$ cat config.mk
export PLATFORM = sky130hd
export DESIGN_NAME = bcd_time_counter
export DESIGN_NICKNAME = d
export VERILOG_FILES = /design/src/rtl/bcd_time_counter_pkg.sv /design/src/rtl/bcd_mod_counter.sv /design/src/rtl/bcd_time_counter.sv
export SDC_FILE = /design/constraint.sdc
export NUM_CORES = 1
export LEC_CHECK = 0
export CORE_MARGIN = 1
export CORE_UTILIZATION = 23
export CTS_CLUSTER_SIZE = 30
export DETAILED_ROUTE_END_ITERATION = 12
export GPL_TIMING_DRIVEN = 0
export SLEW_MARGIN = 0
export SYNTH_ARGS = -nofsm -noshare
export SYNTH_HDL_FRONTEND = slang
export SYNTH_HIERARCHICAL = 1
export SYNTH_SLANG_ARGS = --single-unit
$ cat constraint.sdc
create_clock -name CLOCK_50 -period 7.77 [get_ports CLOCK_50]
set_clock_uncertainty 0.15 [all_clocks]
set_input_delay 1.554 -clock CLOCK_50 [delete_from_list [all_inputs] [get_ports CLOCK_50]]
set_output_delay 1.554 -clock CLOCK_50 [all_outputs]
set_load 0.1 [all_outputs]
$ cat src/rtl/bcd_time_counter_pkg.sv
// Shared types and constants for the BCD time-of-day counter.
package bcd_time_counter_pkg;

    typedef logic [3:0] bcd_digit_t;
    typedef logic [7:0] bcd_field_t;

    typedef enum logic {
        ST_RUN = 1'b0,
        ST_SET = 1'b1
    } state_t;

    localparam bcd_digit_t MAX_SEC_TENS = 4'd5;
    localparam bcd_digit_t MAX_ONES     = 4'd9;

    function automatic bcd_field_t to_bcd(input int value);
        bcd_digit_t tens;
        bcd_digit_t ones;
        tens = bcd_digit_t'(value / 10);
        ones = bcd_digit_t'(value % 10);
        return {tens, ones};
    endfunction

endpackage

$ cat src/rtl/bcd_mod_counter.sv
// Two-digit packed-BCD counter that wraps to 00 after MODULUS-1.
// carry pulses combinationally when an increment wraps the field.
module bcd_mod_counter
    import bcd_time_counter_pkg::*;
#(
    parameter int MODULUS     = 60,
    parameter int RESET_VALUE = 0
) (
    input  logic       CLOCK_50,
    input  logic       reset,
    input  logic       inc,
    input  logic       clear,
    output logic [7:0] value,
    output logic       carry
);

    localparam bcd_field_t LAST = to_bcd(MODULUS - 1);
    localparam bcd_field_t INIT = to_bcd(RESET_VALUE);

    bcd_digit_t tens;
    bcd_digit_t ones;
    bcd_field_t next_value;
    logic       at_last;

    assign tens    = value[7:4];
    assign ones    = value[3:0];
    assign at_last = (value == LAST);
    assign carry   = inc && !clear && at_last;

    always_comb begin
        next_value = value;
        if (clear) begin
            next_value = '0;
        end else if (inc) begin
            if (at_last) begin
                next_value = '0;
            end else if (ones >= MAX_ONES) begin
                next_value = {tens + 4'd1, 4'd0};
            end else begin
                next_value = {tens, ones + 4'd1};
            end
        end
    end

    always_ff @(posedge CLOCK_50) begin
        if (!reset) begin
            value <= INIT;
        end else begin
            value <= next_value;
        end
    end

endmodule

$ cat src/rtl/bcd_time_counter.sv
// HH:MM:SS packed-BCD time-of-day counter with a push-button SET mode.
// Define ALARM_EN to add the alarm compare, alarm_ack input and alarm_out flag.
//
// state  | meaning
// ST_RUN | ticks advance seconds with carry into minutes and hours
// ST_SET | ticks ignored; button edges step minutes and hours independently
module bcd_time_counter
    import bcd_time_counter_pkg::*;
#(
    parameter int HOURS_PER_DAY = 24,
    parameter int START_HOUR    = 0
) (
    input  logic       CLOCK_50,
    input  logic       reset,
    input  logic       tick,
    input  logic       set_mode,
    input  logic       inc_min,
    input  logic       inc_hour,
    output logic [7:0] sec_bcd,
    output logic [7:0] min_bcd,
    output logic [7:0] hour_bcd,
    output logic       running,
    output logic       day_wrap
`ifdef ALARM_EN
    ,
    input  logic [7:0] alarm_hour,
    input  logic [7:0] alarm_min,
    input  logic       alarm_ack,
    output logic       alarm_out
`endif
);

    localparam int SEXAGESIMAL = (int'(MAX_SEC_TENS) + 1) * 10;

    state_t state_q;
    state_t state_d;
    logic   prev_min;
    logic   prev_hour;
    logic   edge_min;
    logic   edge_hour;
    logic   in_run;
    logic   in_set;
    logic   enter_set;
    logic   sec_inc;
    logic   min_inc;
    logic   hour_inc;
    logic   sec_carry;
    logic   min_carry;
    logic   hour_carry;

    assign edge_min  = inc_min  & ~prev_min;
    assign edge_hour = inc_hour & ~prev_hour;
    assign in_run    = (state_q == ST_RUN);
    assign in_set    = (state_q == ST_SET);
    assign running   = in_run;

    // A tick sampled together with the request to enter SET is dropped.
    assign enter_set = in_run && set_mode;
    assign sec_inc   = in_run && !set_mode && tick;
    assign min_inc   = in_set ? edge_min  : sec_carry;
    assign hour_inc  = in_set ? edge_hour : min_carry;

    always_comb begin
        state_d = state_q;
        case (state_q)
            ST_RUN:  if (set_mode)  state_d = ST_SET;
            ST_SET:  if (!set_mode) state_d = ST_RUN;
            default: state_d = ST_RUN;
        endcase
    end

    always_ff @(posedge CLOCK_50) begin
        if (!reset) begin
            state_q   <= ST_RUN;
            prev_min  <= 1'b0;
            prev_hour <= 1'b0;
            day_wrap  <= 1'b0;
        end else begin
            state_q   <= state_d;
            prev_min  <= inc_min;
            prev_hour <= inc_hour;
            day_wrap  <= in_run && hour_carry;
        end
    end

    bcd_mod_counter #(.MODULUS(SEXAGESIMAL), .RESET_VALUE(0)) u_sec (
        .CLOCK_50 (CLOCK_50),
        .reset    (reset),
        .inc      (sec_inc),
        .clear    (enter_set),
        .value    (sec_bcd),
        .carry    (sec_carry)
    );

    bcd_mod_counter #(.MODULUS(SEXAGESIMAL), .RESET_VALUE(0)) u_min (
        .CLOCK_50 (CLOCK_50),
        .reset    (reset),
        .inc      (min_inc),
        .clear    (1'b0),
        .value    (min_bcd),
        .carry    (min_carry)
    );

    bcd_mod_counter #(.MODULUS(HOURS_PER_DAY), .RESET_VALUE(START_HOUR)) u_hour (
        .CLOCK_50 (CLOCK_50),
        .reset    (reset),
        .inc      (hour_inc),
        .clear    (1'b0),
        .value    (hour_bcd),
        .carry    (hour_carry)
    );

`ifdef ALARM_EN
    logic alarm_match;
    logic alarm_match_q;

    // Fire only on the first cycle of a match so an ack inside second 00 sticks.
    assign alarm_match = (hour_bcd == alarm_hour) && (min_bcd == alarm_min) &&
                         (sec_bcd == 8'h00);

    always_ff @(posedge CLOCK_50) begin
        if (!reset) begin
            alarm_out     <= 1'b0;
            alarm_match_q <= 1'b0;
        end else begin
            alarm_match_q <= alarm_match;
            if (alarm_ack || enter_set) begin
                alarm_out <= 1'b0;
            end else if (in_run && alarm_match && !alarm_match_q) begin
                alarm_out <= 1'b1;
            end
        end
    end
`endif

endmodule

==> impl_metrics.csv, run 1 <==
group,metric,value,unit
final_layout,layout_commonest_cell,"clkdlybuf4s50_1",
sta,maxSlewViolCount,0,
setup_path,reg2reg_depth,13,
clock_tree,insertion_delay,0.28,ns
sta,setup_viol,0,
route,drt_iter0_markers,23,
global_routing,grt_max_degree,16,
clock_tree,cts_sinks,28,
place,dp_slack,2.87,ns
clock_tree,numCtsBuffers,3,
place,io_buffers,31,
setup_path,crit_cells,14,
yosys,synth-seq-area-share,35.5,%
sta,fmaxAchievable,219,MHz
yosys,synth_seq_cells,28,
final_layout,drive_gt1_share,12.3,%
global_routing,grt_use_met3,2.82,%
final_layout,final_cell_mix,"clkdlybuf4s50_1, dfxtp_1, inv_1",
route,num_vias,1320,
setup_path,critPathBufInv,6,
clock_tree,cts_hold_buf,0,
global_routing,grtUsageMet2,15.3,%
setup_path,slowest_delay,0.44,ns
place,place_hpwl,2410,um
setup_path,cpMaxStageDelayCell,"clkdlybuf4s50_1",
route,viasPerCell,4.58,
job,maxCapViolCount,0,
run_status,status,"finished, violations left",
global_routing,grt_busiest_layer,"met2",
setup_path,r2r_setup_slack,4.53,ns
setup_path,start_kind,"primary input",
yosys,syn-cell-area,0.00158,sq mm
floorplanning,die_height,84.9,um
clock_tree,ctsResizeCount,0,
worst_hold_path,whs_path_depth,2,
yosys,ys.warnings.count,6,
final_layout,layout.nets,233,
setup_path,path_delay_family,"buffers and inverters",
clock_tree,clkTransAtPathRegs,0.10,ns
yosys,async_reset_ff_share,0,%
place,dp_cells,284,
floorplanning,core,0.00649,sq mm
sta,worst_slew_pin_slew,0.979,ns
setup_path,crit_path_cell_trace,"clkdlybuf4s50_1, nor3b_1, buf_4, inv_1, nor4_1, o2bb2ai_1, buf_4, inv_1, nor4_1, o2bb2ai_1, clkbuf_1, nand3_1, o221ai_4, o22ai_1",
setup_path,critical_path_class,"in2reg",
clock_tree,cts_tree,"built",
route,drc,2,
floorplanning,io_pins,32,
clock_tree,cts_root_buf,"clkbuf_8",
clock_tree,cts_buffer_depth,2,
global_routing,grt_usage,9.93,%
sta,period_share,58.8,%
global_routing,first_global_vias,1242,
global_routing,antenna_found_initial,0,
route,dr.pass1.iters,8,
floorplanning,die-area,0.00721,sq mm
global_routing,met1_usage,14.1,%
clock_tree,htree_levels,1,
pwr,ir_drop,0.0659,mV
setup_path,critPathMaxFanout,8,
clock_tree,post_cts_buffers,0,
sta,fin_crit,4.57,ns
sta,final.setup.tns,0,ns
floorplanning,fp-row-count,29,
final_layout,fill_cells,684,
route,wl_per_cell,11.5,um
yosys,synth_ff_type,"dfxtp_1",
run_status,violations,"DRC",
final_layout,n_antenna_cell,0,
yosys,ys_types,40,
yosys,netlist_instances,173,
place,place_congestion,0.781,
sta,rsz0062_at_grt,"no",
floorplanning,initial_core_util,24.3,%
yosys,syn_avg_cell_area,9.13,sq um
sta,slew_headroom,34.5,%
yosys,synth_edf_count,0,
setup_path,cp-end-kind,"register",
worst_hold_path,min_path_type,"reg2reg",
final_layout,areaGrowthSynthToFinish,29.9,%
global_routing,grt_remaining_overflow,0,
route,wirelength,3300,um
route,ant_nets,0,
sta,finalHoldViolCount,0,
setup_path,cp.arrival,4.58,ns
floorplanning,chipWidth,84.9,um
pwr,powerDensity,129,mW/mm^2
global_routing,grt_pass1_wl,5870,um
final_layout,fin_cells,288,
sta,hold_slack,0.362,ns
pwr,finalPower,0.265,mW
setup_path,required,7.79,ns
pwr,p_leak,0.702,nW
sta,worst_slack,3.20,ns
-- cells by family after synthesis --
family	after synthesis	share of synthesized area [%]
mux	4	2.53
fa+ha+maj	15	11.9
buf+inv	20	5.23
simple gates	66	25.8
other cells	1	0.237
xor+xnor	6	3.33
flops	28	35.5
compound gates	33	15.5
-- cells in the mapped netlist, drive strengths merged (3+ instances only) --
cell type / n / area share (%)
dfxtp: 28 / 35
inv: 17 / 4.0
ha: 15 / 12
nor2: 12 / 2.9
nand2: 11 / 2.9
a21oi: 8 / 2.5
o21ai: 8 / 2.5
nand3: 6 / 1.9
nor2b: 5 / 2.0
mux2i: 4 / 2.5
nor3b: 4 / 2.9
o31ai: 4 / 1.9
or3: 4 / 1.7
xnor2: 4 / 2.2
and2: 3 / 1.2
nand4: 3 / 1.2
nand4b: 3 / 1.7
nor4: 3 / 1.2
o211ai: 3 / 1.4
o22ai: 3 / 1.2
or4: 3 / 1.7
-- final cells by class --
type,count,area [sq um],share of cell area [%]
clock buffer,4,55.1,2.68
tap,77,96.3,4.69
buffer,3,18.8,0.914
timing repair buffer,31,310,15.1
multi-input combinational,128,948,46.2
sequential,28,561,27.3
inverter,17,63.8,3.11
-- sequential cells by signal, summed over array words and instances (netlist names) --
register and flops:
u_hour/value 8, u_min/value 8, u_sec/value 8, day_wrap 1, in_set 1, prev_hour 1, prev_min 1
-- worst reg2reg max path, delay by kind of cell, from the launching register on --
family,cells,cell delay [ns]
AO/OA/AOI/OAI,4,0.75
flip-flops,1,0.37
buffers and inverters,5,0.81
AND/OR/NAND/NOR,4,1.05
-- worst paths after layout --
kind | to | startpoint
min reg2reg | u_min/value[7] | u_min/value[7]
min | u_min/value[7] | u_min/value[7]
max | u_hour/value[5] | set_mode
max reg2reg | u_hour/value[5] | in_set
-- layer usage --
| metal | up-vias | wire length, um |
|---|---|---|
| met1 | 610 | 1760 |
| met3 | 2 | 118 |
| met2 | 23 | 1410 |
| met4 | 0 | 16 |
| li1 | 685 | - |
| met5 | - | 0 |
-- report_power, final --
part	switching (mW)	internal [mW]
Sequential	0.00143	0.145
Combinational	0.0161	0.00886
Clock	0.0482	0.0454
-- through the flow --
step / util [%] / instance area, sq um
after floorplan: - / 1590
after global placement: 30.8 / 2000
after detailed placement: 30.8 / 2000
after CTS: 31.6 / 2050
after global routing: 31.6 / 2050
final: 31.6 / 2050
Power figures use the tool's default switching activity.
==> inputs of run 2 (changes only) <==
==> constraint.sdc (replaced) <==
create_clock -name CLOCK_50 -period 3.9 [get_ports CLOCK_50]
set_clock_uncertainty 0.15 [all_clocks]
set_input_delay 0.78 -clock CLOCK_50 [delete_from_list [all_inputs] [get_ports CLOCK_50]]
set_output_delay 0.78 -clock CLOCK_50 [all_outputs]
set_load 0.1 [all_outputs]
==> run 2 against run 1 <==
Against the previous run: the run still ends with DRC left; critical path type unchanged; global-route usage stayed put; largest cell class unchanged; final cell count unchanged; utilization up 0.12 points; setup slack worse by 2.9 ns; clock power grew 100%; largest power group unchanged; worst hold slack about the same; via count about the same.
==> impl_metrics.csv, run 2 (same netlist as run 1, synthesis figures left out) <==
group,metric,value,unit
run_status,status,"finished, violations left",
run_status,violations,"DRC",
clock_tree,cts_root_buf,"clkbuf_8",
clock_tree,numCtsBuffers,3,
sta,maxSlewViolCount,0,
pwr,clkPwrFrac,35.3,%
pwr,power_frac_seq,55.2,%
worst_hold_path,min_path_type,"reg2reg",
final_layout,finish.utilization,31.7,%
clock_tree,clkTransAtPathRegs,0.10,ns
route,ant_nets,0,
floorplanning,io_pins,32,
floorplanning,die_height,84.9,um
clock_tree,post_cts_buffers,0,
pwr,switching_share,24.9,%
sta,worst_slew_pin_slew,0.979,ns
sta,finalHoldViolCount,0,
setup_path,required,3.92,ns
setup_path,critical_path_class,"in2reg",
global_routing,grt_remaining_overflow,0,
route,viasPerCell,4.58,
final_layout,areaGrowthSynthToFinish,30.4,%
final_layout,fin_cells,288,
route,wl_per_cell,11.5,um
setup_path,cp.arrival,3.57,ns
pwr,combinationalPowerShare,9.5,%
job,maxCapViolCount,0,
clock_tree,cts_sinks,28,
sta,rsz0062_at_grt,"no",
sta,period_share,91.1,%
final_layout,drive_gt1_share,13.3,%
floorplanning,die-area,0.00721,sq mm
final_layout,reg.largest.list,"u_hour/value x8, u_min/value x8, u_sec/value x8",
final_layout,fin_area,0.00206,sq mm
global_routing,antenna_found_initial,0,
pwr,finalPower,0.528,mW
sta,fmaxAchievable,281,MHz
global_routing,grt_max_degree,16,
pwr,p_int,0.397,mW
floorplanning,initial_core_util,24.3,%
pwr,powerDensity,256,mW/mm^2
clock_tree,cts_tree,"built",
pwr,ir_drop,0.131,mV
route,drc,2,
pwr,p_leak,0.706,nW
sta,worst_slack,0.347,ns
place,place_congestion,0.781,
place,dp_cells,284,
route,dr.pass1.iters,9,
route,wirelength,3320,um
setup_path,reg2reg_depth,13,
sta,fin_crit,3.55,ns
route,drt_iter0_markers,23,
final_layout,n_antenna_cell,0,
setup_path,critPathMaxFanout,8,
global_routing,first_global_vias,1242,
worst_hold_path,whs_path_depth,2,
clock_tree,insertion_delay,0.28,ns
place,io_buffers,31,
global_routing,grt_pass1_wl,5870,um
final_layout,layout.nets,233,
global_routing,grt_usage,9.93,%
clock_tree,cts_buffer_depth,2,
setup_path,cp-end-kind,"register",
route,num_vias,1319,
place,place_hpwl,2410,um
sta,slew_headroom,34.5,%
floorplanning,fp-row-count,29,
final_layout,layout_commonest_cell,"clkdlybuf4s50_1",
floorplanning,chipWidth,84.9,um
setup_path,start_kind,"primary input",
place,placed_cell_area,0.00200,sq mm
sta,hold_slack,0.363,ns
final_layout,final_cell_mix,"clkdlybuf4s50_1, dfxtp_1, inv_1",
clock_tree,htree_levels,1,
pwr,p_sw,0.131,mW
floorplanning,core,0.00649,sq mm
sta,final.setup.tns,0,ns
place,dp_slack,-0.225,ns
sta,setup_viol,0,
run 2: worst paths after layout:
kind | from | end | slack, ns
worst max-delay path | set_mode | u_hour/value[5] | 0.35
worst min-delay path | u_min/value[7] | u_min/value[7] | 0.36
worst max register to register | in_set | u_hour/value[5] | 0.90
worst min register to register | u_min/value[7] | u_min/value[7] | 0.36
run 2: repair_timing:
action,CTS,global route
resized for setup,0,3
hold buffers,0,0
setup endpoints to repair,0,9
run 2: worst max-delay path: stages:
cell and delay, ns:
clkdlybuf4s50_1 0.44, nor3b_1 0.19, buf_4 0.19, inv_1 0.07, nor4_2 0.28, o2bb2ai_1 0.14, buf_4 0.18, inv_1 0.06
nor4_1 0.29, o2bb2ai_1 0.16, clkbuf_2 0.22, nand2_1 0.14, o221ai_4 0.29, o22ai_1 0.12
run 2: power by group through the flow:
stage / Sequential (mW) / Combinational, mW / Clock, mW
final: 0.291 / 0.0502 / 0.187
after global routing: 0.292 / 0.0549 / 0.208
after CTS: 0.291 / 0.0502 / 0.196
after global placement: 0.298 / 0.0497 / 0
after detailed placement: 0.298 / 0.0500 / 0
after floorplan: 0.305 / 0.0276 / 0
run 2: layout make-up:
cell class              instances  area, sq um
flip-flops and latches         28          561
clock buffers                   4         55.1
multi-input cells             128          955
fillers                       685         4430
well taps                      77         96.3
plain buffers                   3         20.0
inverters                      17         63.8
repair buffers                 31          310
run 2: per-layer routing:
metal | up-vias | track usage, % | routed length [um]
met5 | - | 0 | 0
met4 | 0 | 1.39 | 16
met3 | 2 | 2.82 | 116
met2 | 25 | 15.3 | 1410
met1 | 608 | 14.1 | 1780
li1 | 684 | - | -
